===== src/rtl/pulse_event_arbiter_pkg.sv =====
// Shared constants for the pulse event arbiter: FSM encoding and default sizing.
package pulse_event_arbiter_pkg;

    localparam int N_CH_DEF = 4;
    localparam int ID_W_DEF = 2;

    localparam logic [0:0] ST_IDLE  = 1'b0;
    localparam logic [0:0] ST_OFFER = 1'b1;

endpackage


===== src/rtl/pulse_event_arbiter_edge_pulse.sv =====
// Two-stage register of one level input; emits a single-cycle pulse per rising transition.
module edge_pulse
    import pulse_event_arbiter_pkg::*;
(
    input  logic clk,
    input  logic rst,
    input  logic din,
    output logic pulse
);

    logic r1_q;
    logic r2_q;

    always_ff @(posedge clk or posedge rst) begin
        if (rst) begin
            r1_q <= 1'b0;
            r2_q <= 1'b0;
        end else begin
            r1_q <= din;
            r2_q <= r1_q;
        end
    end

    // r2 clears on reset, so a level already high at release yields one pulse.
    assign pulse = r1_q & ~r2_q;

endmodule


===== src/rtl/pulse_event_arbiter.sv =====
// Collects rising-edge events per channel into pending flags and offers them one at a time,
// round-robin, over a valid/ready handshake with sticky per-channel overflow flags.
module pulse_event_arbiter
    import pulse_event_arbiter_pkg::*;
#(
    parameter int N_CH = N_CH_DEF,
    parameter int ID_W = ID_W_DEF
) (
    input  logic            clk,
    input  logic            rst,
    input  logic [N_CH-1:0] din,
    output logic            evt_valid,
    output logic [ID_W-1:0] evt_id,
    input  logic            evt_ready,
    output logic [N_CH-1:0] pend,
    output logic [N_CH-1:0] ovf,
    input  logic [N_CH-1:0] ovf_clr
);

    logic [N_CH-1:0] edge_det;
    logic [N_CH-1:0] pend_q, pend_d;
    logic [N_CH-1:0] ovf_q, ovf_d;
    logic [N_CH-1:0] clr_mask;
    logic [0:0]      state_q, state_d;
    logic [ID_W-1:0] evt_id_q, evt_id_d;
    logic [ID_W-1:0] last_grant_q, last_grant_d;
    logic            hs;
    logic            win_found;
    logic [ID_W-1:0] win_id;
    logic [ID_W:0]   rr_sum;
    logic [ID_W-1:0] rr_idx;

    for (genvar g = 0; g < N_CH; g++) begin : g_edge
        edge_pulse u_edge (
            .clk   (clk),
            .rst   (rst),
            .din   (din[g]),
            .pulse (edge_det[g])
        );
    end

    assign hs = (state_q == ST_OFFER) && evt_ready;

    always_comb begin
        clr_mask = '0;
        for (int i = 0; i < N_CH; i++) begin
            clr_mask[i] = hs && (evt_id_q == ID_W'(i));
        end
    end

    // Set beats clear; a new edge on an already pending, uncleared channel is merged and flagged.
    always_comb begin
        pend_d = (pend_q & ~clr_mask) | edge_det;
        ovf_d  = (ovf_q & ~ovf_clr) | (edge_det & pend_q & ~clr_mask);
    end

    always_comb begin
        win_found = 1'b0;
        win_id    = '0;
        rr_sum    = '0;
        rr_idx    = '0;
        for (int off = 1; off <= N_CH; off++) begin
            rr_sum = {1'b0, last_grant_q} + (ID_W+1)'(off);
            if (rr_sum >= (ID_W+1)'(N_CH)) begin
                rr_sum = rr_sum - (ID_W+1)'(N_CH);
            end
            rr_idx = rr_sum[ID_W-1:0];
            if (!win_found && pend_q[rr_idx]) begin
                win_found = 1'b1;
                win_id    = rr_idx;
            end
        end
    end

    always_comb begin
        state_d      = state_q;
        evt_id_d     = evt_id_q;
        last_grant_d = last_grant_q;
        case (state_q)
            ST_IDLE: begin
                if (win_found) begin
                    state_d  = ST_OFFER;
                    evt_id_d = win_id;
                end
            end
            ST_OFFER: begin
                // The offer is held until accepted; returning to IDLE creates the bubble cycle.
                if (evt_ready) begin
                    state_d      = ST_IDLE;
                    last_grant_d = evt_id_q;
                end
            end
            default: state_d = ST_IDLE;
        endcase
    end

    always_ff @(posedge clk or posedge rst) begin
        if (rst) begin
            pend_q       <= '0;
            ovf_q        <= '0;
            state_q      <= ST_IDLE;
            evt_id_q     <= '0;
            last_grant_q <= ID_W'(N_CH - 1);
        end else begin
            pend_q       <= pend_d;
            ovf_q        <= ovf_d;
            state_q      <= state_d;
            evt_id_q     <= evt_id_d;
            last_grant_q <= last_grant_d;
        end
    end

    assign evt_valid = (state_q == ST_OFFER);
    assign evt_id    = evt_id_q;
    assign pend      = pend_q;
    assign ovf       = ovf_q;

endmodule


===== config.mk =====
export PLATFORM = sky130hd
export DESIGN_NAME = pulse_event_arbiter
export DESIGN_NICKNAME = d
export VERILOG_FILES = /design/src/rtl/pulse_event_arbiter_pkg.sv /design/src/rtl/pulse_event_arbiter_edge_pulse.sv /design/src/rtl/pulse_event_arbiter.sv
export SDC_FILE = /design/constraint.sdc
export NUM_CORES = 1
export LEC_CHECK = 0
export CAP_MARGIN = 0
export CORE_AREA = 2 2 45 47
export DETAILED_ROUTE_END_ITERATION = 8
export DIE_AREA = 0 0 47 49
export PLACE_DENSITY = 0.87
export RECOVER_POWER = 100
export SYNTH_ARGS = -nofsm -noshare
export SYNTH_HDL_FRONTEND = slang
export SYNTH_SLANG_ARGS = --single-unit

===== constraint.sdc =====
create_clock -name clk -period 1.8 [get_ports clk]
set_input_delay 0.45 -clock clk [delete_from_list [all_inputs] [get_ports clk]]
set_output_delay 0.45 -clock clk [all_outputs]
set_load 0.01 [all_outputs]

# Yosys cells after proc, flatten, opt, wreduce, memory -nomap -nowiden
# Index checks and enable logic that the tools add are counted.
[word_totals]
input_bits = 11
elab_cells = 86
register_bits = 21
[classes]
bitwise_logic = 17
n_mux = 23
eq_ne = 3
n_reduce_logical = 14
addsub = 8
order_cmp = 8
[ops]
columns = ["cell", "count"]
rows = [
  ["4-bit bitwise AND", 4],
  ["2-bit 2-to-1 mux", 8],
  ["3-bit >= comparator (second input constant)", 4],
  ["2-bit by 3-bit < comparator with 1-bit output (second input constant)", 4],
  ["1-bit 2-to-1 mux", 10],
  ["1-bit binary-select mux with 2-bit select", 4],
  ["1-bit logical AND", 8],
  ["4-bit NOT", 2],
  ["4-bit OR", 2],
  ["2-bit by 1-bit subtractor with 2-bit output (second input constant)", 4],
  ["2-bit by 2-bit adder with 3-bit output (second input constant)", 2],
  ["1-bit NOT", 5],
  ["1-bit bitwise AND", 4],
  ["2-bit == test (second input constant)", 2],
  ["2-bit AND reduction", 2],
  ["2-bit by 1-bit adder with 3-bit output (second input constant)", 1],
  ["2-bit by 3-bit adder with 3-bit output (second input constant)", 1],
  ["1-bit logical NOT", 3],
  ["2-bit by 1-bit == test with 1-bit output (second input constant)", 1],
  ["2-bit logical NOT", 1],
  ["1-bit one-hot mux with 2 select lines", 1],
]

# Depth between registers and ports, before layout
# Gate-level depths: netlist (run 1).
[logic_depth]
ltp_word = 17
ltp_mapped = 5

# By module
# Synthesis (run 1) repeated with hierarchy kept, for this count alone.
[hier_totals]
cells_unflattened = 84
hier_area_um2 = 942.2
[by_module_without_submodules]
columns = ["module", "cells_per_inst", "area_per_inst_um2", "seq_area_each_um2", "instances"]
rows = [
  ["pulse_event_arbiter", 68, 671.9, 327.8, 1],
  ["edge_pulse", 4, 67.6, 50.0, 4],
]

# Worst setup path before layout (run 1)
# Ideal clock, no wire load.
[synth_path]
path_kind = "reg2reg"
start = "reg last_grant_q[1]"
end = "reg evt_id_q[0] (netlist: evt_id[0])"
synth_period_minus_slack_ns = 1.219
n_path_buf = 1
t_arrival_ns = 1.085
setup_time_ns = 0.134
path_stages_with_launch = 5
setup_slack_ns = 0.581
required_time_ns = 1.666
path_cell_list = "dfstp_2 > buf_2 > mux2i_1 > a221oi_1 > a21oi_1"
[synth_between]
elab_chain_len = 16
[synth_rtl]
columns = ["item", "line", "source"]
rows = [
  ["from (decl)", "pulse_event_arbiter.sv:26", "logic [ID_W-1:0] last_grant_q, last_grant_d;"],
  ["from (signal assigned)", "pulse_event_arbiter.sv:103", "last_grant_q <= ID_W'(N_CH - 1);"],
  ["from (signal assigned)", "pulse_event_arbiter.sv:109", "last_grant_q <= last_grant_d;"],
  ["2-bit by 1-bit adder with 3-bit output", "pulse_event_arbiter.sv:63", "rr_sum = {1'b0, last_grant_q} + (ID_W+1)'(off);"],
  ["3-bit >= comparator / 2-bit by 1-bit subtractor with 2-bit output (equally long branches)", "pulse_event_arbiter.sv:64, pulse_event_arbiter.sv:65", ""],
  ["2-bit 2-to-1 mux", "pulse_event_arbiter.sv:64", "if (rr_sum >= (ID_W+1)'(N_CH)) begin"],
  ["1-bit binary-select mux with 2-bit select", "pulse_event_arbiter.sv:68", "if (!win_found && pend_q[rr_idx]) begin"],
  ["1-bit 2-to-1 mux (implied by the code)", "pulse_event_arbiter.sv:68", ""],
  ["1-bit 2-to-1 mux", "pulse_event_arbiter.sv:68", ""],
  ["1-bit logical NOT", "pulse_event_arbiter.sv:68", ""],
  ["1-bit logical AND", "pulse_event_arbiter.sv:68", ""],
  ["1-bit 2-to-1 mux", "pulse_event_arbiter.sv:68", ""],
  ["1-bit logical NOT", "pulse_event_arbiter.sv:68", ""],
  ["1-bit logical AND", "pulse_event_arbiter.sv:68", ""],
  ["1-bit 2-to-1 mux", "pulse_event_arbiter.sv:68", ""],
  ["1-bit logical NOT", "pulse_event_arbiter.sv:68", ""],
  ["1-bit logical AND", "pulse_event_arbiter.sv:68", ""],
  ["1-bit 2-to-1 mux", "pulse_event_arbiter.sv:68", ""],
  ["2-bit AND reduction (no source line)", "n/a", ""],
  ["to (signal assigned)", "pulse_event_arbiter.sv:108", "evt_id_q <= evt_id_d;"],
  ["to (decl)", "pulse_event_arbiter.sv:25", "logic [ID_W-1:0] evt_id_q, evt_id_d;"],
]
# Parallel ways exist; a longest one is shown, timed or not. The select of a mux whose other input is x is not followed.
# A chain may end at the register's enable or synchronous reset.

# Final worst setup path (run 1)
[layout_path]
start = "reg ovf_q[3] (netlist: ovf[3])"
end = "out ovf[3]"
[layout_rtl]
columns = ["item", "line", "source"]
rows = [
  ["from (decl)", "pulse_event_arbiter.sv:22", "logic [N_CH-1:0] ovf_q, ovf_d;"],
  ["from (signal assigned)", "pulse_event_arbiter.sv:106", "ovf_q <= ovf_d;"],
  ["to (decl)", "pulse_event_arbiter.sv:16", "output logic [N_CH-1:0] ovf,"],
]
# No word-level cell between the ends.

==> impl_results.md, run 1 <==
- Status: complete, no violations
- Final hold vios: 0
- Most frequent cells in the layout: dfrtp_1, clkdlybuf4s50_1, nand2_1, dlygate4sd3_1
- P_leak: 0.455 nW
- Worst Tran Pin Value: 0.420 ns
- Synth Area in Adders: 0%
- Port-buffer cells: 21
- DR vias: 614
- First-pass GRT wire length: 2730 µm
- Synthesized area per cell: 11.4 µm²
- Hold WS: 0.390 ns
- Tot GR Track Use: 16.4%
- Max H-tree Level: 1
- CTS Hold Bufs: 0
- Final setup viols: 0
- Crit path time final: 1.74 ns
- Mux cell area share after synthesis: 3.67%
- Power Density: 1320 mW/mm²
- Xor and xnor area share after synthesis: 1.07%
- Sw Ratio: 33.2%
- Clk Latency, worst-skew pair: 0.30 ns
- Nets@finish: 109
- Die Y: 49 µm
- Synth Area in Compound Gates: 12.5%
- DIE AREA: 0.00230 mm²
- Sequential area share after synthesis: 64.5%
- Largest stage delay, worst path: 0.60 ns
- Synth cell types: 23
- DRC viols: 0
- Area leader, netlist: dfrtp_1
- Fin area: 0.00109 mm²
- Worst path arrival time: 1.29 ns
- TritonCTS Sinks: 21
- # placed instances: 120
- I/O Pins: 22
- Synth top area cells: dfrtp_1, dfstp_2, nand2_1
- Clock Tree Buf Depth: 2
- Crit Path Category: reg -> out
- Max_cap viols: 0
- Non-Filler Instances: 124
- Fraction of layout cells with a size suffix above 1: 10.3%
- Row cnt: 16
- DRT Pass-1 Iters: 4
- Synthesized Nets: 83
- Total negative slack: 0 ns
- R2R setup slack: 0.42 ns
- Clock power share: 15.0%
- Dpl ws: 0.147 ns
- Worst relative slew slack: 72.0%
- Final wirelength: 1560 µm
- Tcrit/Tclk final: 96.9%
- Initial antenna violation count: 0
- CTS tree: done
- Ant diodes: 0
- Fin. max-slew vios: 0
- Critical Path Fanout Max: 2
- Clock skew: 0.00189 ns
- Max rail drop VDD: 0.000798 V
- Internal: 0.000956 W
- Gate power share: 33.1%
- Final Wtd Congestion: 0.794
- Most common cell after layout, fill and taps aside: dfrtp_1
- Yosys top cell area share: 58.1%
- Largest net degree at the start of global routing: 12
- CP required: 1.35 ns
- Starting Density: 44.4%
- Critical-path cell list: dlygate4sd3_1
- Post-synthesis instance total: 72
- Sequential Power Share: 51.9%
- Warnings, synthesis: 0
- Max Fclk: 574 MHz
- Area delta synth->final: 32.9%
- Post-route ant nets: 0
- Placed Area: 0.00106 mm²
- FF+latch count, synth: 21
- Worst Path Buf+Inv: 1
- Unrepaired setup endpoints after global routing: false
- Die Wd: 47 µm
- Final worst setup slack: 0.0565 ns
- HP Class: reg -> reg
- Grt ovf: 0
- Hold path startpoint: g_edge[0].u_edge.r1_q$_DFF_PP0_
- Crit path max-delay cell type: dlygate4sd3_1
- Core Region: 0.00184 mm²
- Detail Placement HPWL: 1230 µm
- Kind of end point of the critical path: output port
- Worst Setup Start Kind: flop
- Reg-to-Reg Start: last_grant_q[0]$_DFFE_PP1P_
- Clock-pin slew on the worst setup and hold paths: 0.10 ns
- Netlist Area Pre-Place: 818 µm²
- Initial drt markers: 14
- Clk root buf: clkbuf_4
- Routed len/inst: 12.5 µm
- CTS Buf Count: 3
- Largest delay contributor family on the critical path: buffers and inverters
- Vias in the first global route: 625
- Simple-gate share of the synthesized area: 13.5%
- Switching power: 0.000475 W
- Crit path launch: ovf[3]$_DFF_PP0_
- Via/cell ratio: 4.95
- Main combinational cell family by area after synthesis: simple AND/OR/NAND/NOR gates
through the flow:
step                util (%)  total power (W)
floorplan                  -         0.000987
global placement        57.6          0.00120
detailed placement      57.6          0.00123
CTS                     59.0          0.00144
global route            59.0          0.00153
finish                  59.0          0.00143
repair_timing:
item | 4_1_cts | 5_1_grt
endpoints found under the setup margin | 0 | 6
hold endpoints to repair | 0 | 0
setup buffers | 0 | 0
resized for setup | 0 | 6
area by class of cell:
type,count,area (µm²)
timing repair buffer,23,218
fill,163,754
tap,27,33.8
multi-input combinational,43,251
clock buffer,4,26.3
sequential,21,536
inverter,6,22.5
synth_stat cells (all sizes together):
master,count
or3b,1
o21a,1
xnor2,1
a221oi,1
inv,6
dfstp,2
buf,2
mux2i,3
nor3b,1
o21ai,4
a221o,1
nor2,4
nand3,2
nor2b,1
dfrtp,19
a31oi,1
o31ai,2
o22ai,4
nand2b,4
a21oi,2
nand2,10
power by group through the flow:
| stage | registers (W) | logic, W | clock network, W |
|---|---|---|---|
| 3_5_place_dp | 0.000745 | 0.000484 | 0 |
| 6_report | 0.000743 | 0.000473 | 0.000215 |
| 3_3_place_gp | 0.000739 | 0.000465 | 0 |
| 4_1_cts | 0.000736 | 0.000486 | 0.000221 |
| 5_1_grt | 0.000767 | 0.000518 | 0.000247 |
| 2_1_floorplan | 0.000719 | 0.000268 | 0 |
routing by layer:
metal / wire, µm / global-route usage (%) / share of wire (%)
met1: 646 / 21.3 / 42
met2: 829 / 27.4 / 53
met3: 66 / 3.33 / 4.2
met4: 14 / 4.17 / 0.90
met5: 0 / 0 / 0
registers in the layout, summed over array words and instances (netlist names):
register,flops
last_grant_q,2
evt_valid,1
evt_id,2
g_edge.u_edge.r2_q,4
g_edge.u_edge.r1_q,4
ovf,4
pend,4
cells by family after synthesis:
kind of cell           count (synthesis)
flip-flops                            21
AO/OA/AOI/OAI                         16
buffers and inverters                  8
AND/OR/NAND/NOR                       23
XOR/XNOR                               1
multiplexers                           3
worst reg2reg max path: cells and delay by family (launching register included):
family         cells  cell delay [ns]
multiplexers       1             0.12
flip-flops         1             0.68
AO/OA/AOI/OAI      2             0.50
path summary, 6_finish.rpt:
| kind | to | cells after the start |
|---|---|---|
| worst max-delay path | ovf[3] | 1 |
| worst min-delay path | g_edge[0].u_edge.r2_q$_DFF_PP0_ | 0 |
| worst max register to register | evt_id[1]$_DFFE_PP0P_ | 3 |
| worst min register to register | g_edge[0].u_edge.r2_q$_DFF_PP0_ | 0 |
| max in group asynchronous | pend[0]$_DFF_PP0_ | 3 |
| min in group asynchronous | ovf[1]$_DFF_PP0_ | 2 |
Note: power is estimated with default switching activity, not from simulation.
==> run 2: changes to the inputs <==
CTS_BUF_LIST = sky130_fd_sc_hd__clkbuf_8   (was unset)
CTS_CLUSTER_DIAMETER = 120   (was unset)
HOLD_SLACK_MARGIN = 0.12   (was unset)
==> run 2 against run 1 <==
Final area increased by 1.2%. Hold slack worse by 0.0035 ns. Via count is 1.8% higher. First-iteration DRC count rose by 50%. Critical path depth stayed put. Count of clock-buffer cells in the layout is 1 lower. Register-to-register slack improved by 0.02 ns. Routed wire length increased by 5.2%.
==> impl_results.md, run 2 (synthesis gave the netlist of run 1 again) <==
- Status: complete, no violations
- Worst Setup Start Kind: flop
- Final setup viols: 0 (unchanged)
- Core Region: 0.00184 mm² (unchanged)
- Critical Path Fanout Max: 6 (+4)
- DIE AREA: 0.00230 mm² (unchanged)
- Clock Tree Buf Depth: 2 (unchanged)
- CTS Buf Count: 3 (unchanged)
- Max Fclk: 579 MHz (+0.99%)
- Final wirelength: 1640 µm (+5.2%)
- Crit path max-delay cell type: clkdlybuf4s50_1
- P_leak: 0.472 nW (+3.7%)
- Largest net degree at the start of global routing: 12 (unchanged)
- Util after Layout: 59.7% (+0.68 points)
- Power Density: 1360 mW/mm² (+3.6%)
- Fin. max-slew vios: 0 (unchanged)
- Tot GR Track Use: 17.4% (+0.94 points)
- Clk root buf: clkbuf_8
- Area delta synth->final: 34.4%
- Max_cap viols: 0 (unchanged)
- Via/cell ratio: 5.04 (+1.8%)
- Most frequent cells in the layout: dfrtp_1, clkdlybuf4s50_1, nand2_1, dlygate4sd3_1, inv_1
- TritonCTS Sinks: 21 (unchanged)
- Fin area: 0.00110 mm² (+1.2%)
- DR vias: 625 (+1.8%)
- Unrepaired setup endpoints after global routing: false
- CTS tree: done
- Crit Path Category: reg -> out
- CP required: 1.35 ns (about the same)
- Post-route ant nets: 0 (unchanged)
- Clock skew: 0.00143 ns (-0.000455 ns)
- Starting Density: 44.4% (unchanged)
- Row cnt: 16 (unchanged)
- Final hold vios: 0 (unchanged)
- Die Y: 49 µm (unchanged)
- Fraction of layout cells with a size suffix above 1: 5.15% (-5.2 points)
- HP Class: reg -> reg
- Grt ovf: 0 (unchanged)
- Final Total Pwr: 0.00150 W (+4.7%)
- Routed len/inst: 13.2 µm (+5.2%)
- Largest stage delay, worst path: 0.57 ns (-0.03 ns)
- Worst Path Buf+Inv: 1 (unchanged)
- Initial antenna violation count: 0 (unchanged)
- Vias in the first global route: 657 (+5.1%)
- Placed Area: 0.00106 mm² (unchanged)
- Tcrit/Tclk final: 95.9% (-0.95 points)
- Detail Placement HPWL: 1230 µm (unchanged)
- Initial drt markers: 21 (+7)
- DRC viols: 0 (unchanged)
- Clk Latency, worst-skew pair: 0.25 ns (-0.05 ns)
- Total negative slack: 0 ns (unchanged)
- Max H-tree Level: 1 (unchanged)
- Worst path arrival time: 1.28 ns (about the same)
- Critical-path cell list: clkdlybuf4s50_1
- Ant diodes: 0 (unchanged)
- DRT Pass-1 Iters: 4 (unchanged)
- Worst relative slew slack: 71.9% (-0.11 points)
- Kind of end point of the critical path: output port
- Port-buffer cells: 21 (unchanged)
- Worst Tran Pin Value: 0.422 ns (+0.00168 ns)
- Nets@finish: 109 (unchanged)
- Post-CTS Setup Bufs: 0 (unchanged)
- Most common cell after layout, fill and taps aside: dfrtp_1
- Clock-pin slew on the worst setup and hold paths: 0.07 ns (-0.03 ns)
- # fillers: 162 (-0.61%)
- Final Wtd Congestion: 0.794 (unchanged)
- Crit path time final: 1.73 ns (-0.0171 ns)
- Max rail drop VDD: 0.000755 V (-5.4%)
- I/O Pins: 22 (unchanged)
- Largest delay contributor family on the critical path: buffers and inverters
- Die Wd: 47 µm (unchanged)
- First-pass GRT wire length: 2850 µm (+4.6%)
## run 2: worst paths after layout
check	endpoint	slack [ns]	start	cells past startpoint
setup / recovery	pend[0]	0.07	pend[0]$_DFF_PP0_	1
hold / removal	g_edge[0].u_edge.r2_q$_DFF_PP0_	0.39	g_edge[0].u_edge.r1_q$_DFF_PP0_	0
setup reg to reg	evt_id[1]$_DFFE_PP0P_	0.44	last_grant_q[0]$_DFFE_PP1P_	3
hold reg to reg	g_edge[0].u_edge.r2_q$_DFF_PP0_	0.39	g_edge[0].u_edge.r1_q$_DFF_PP0_	0
max in group asynchronous	g_edge[0].u_edge.r2_q$_DFF_PP0_	0.57	rst	3
min in group asynchronous	pend[1]$_DFF_PP0_	0.63	rst	2
## run 2: layer usage
metal  global-route usage (%)  share of wire (%)  vias to the layer above
met5                        0                  0                        -
met4                     6.94                1.0                        0
met3                     3.33                5.4                        2
met2                     29.0                 55                       29
met1                     21.2                 38                      299
li1                         -                  -                      295
## run 2: cell type report
type | count | area [µm²] | area share [%]
clock buffer | 3 | 41.3 | 3.75
clock inverter | 1 | 3.75 | 0.341
inverter | 6 | 22.5 | 2.05
multi-input combinational | 43 | 251 | 22.9
sequential | 21 | 529 | 48.1
tap | 27 | 33.8 | 3.07
timing repair buffer | 23 | 218 | 19.8
## run 2: per-stage QoR
stage	instances	hold slack (ns)	setup slack, ns
3_3_place_gp	120	0.362	0.210
3_5_place_dp	120	0.367	0.147
4_1_cts	124	0.383	0.0529
6_report	124	0.387	0.0736
2_1_floorplan	72	0.355	0.581
5_1_grt	124	0.392	0.0125
## run 2: what timing repair did
item | 4_1_cts | 5_1_grt
gates resized for setup | 0 | 1
hold buffers | 0 | 0
setup endpoints to repair | 0 | 1
## run 2: power breakdown
part / switching [W] / leakage, nW / internal, W
Sequential: 0.000147 / 0.236 / 0.000589
Combinational: 0.000205 / 0.209 / 0.000270
Clock: 0.000138 / 0.0269 / 0.000152
Total: 0.000490 / 0.472 / 0.00101
==> run 3: changes to the inputs <==
CTS_BUF_LIST = unset   (was sky130_fd_sc_hd__clkbuf_8)
==> results of run 3 <==
Same layout as run 1: the final DEF is identical, and so are final timing and power.
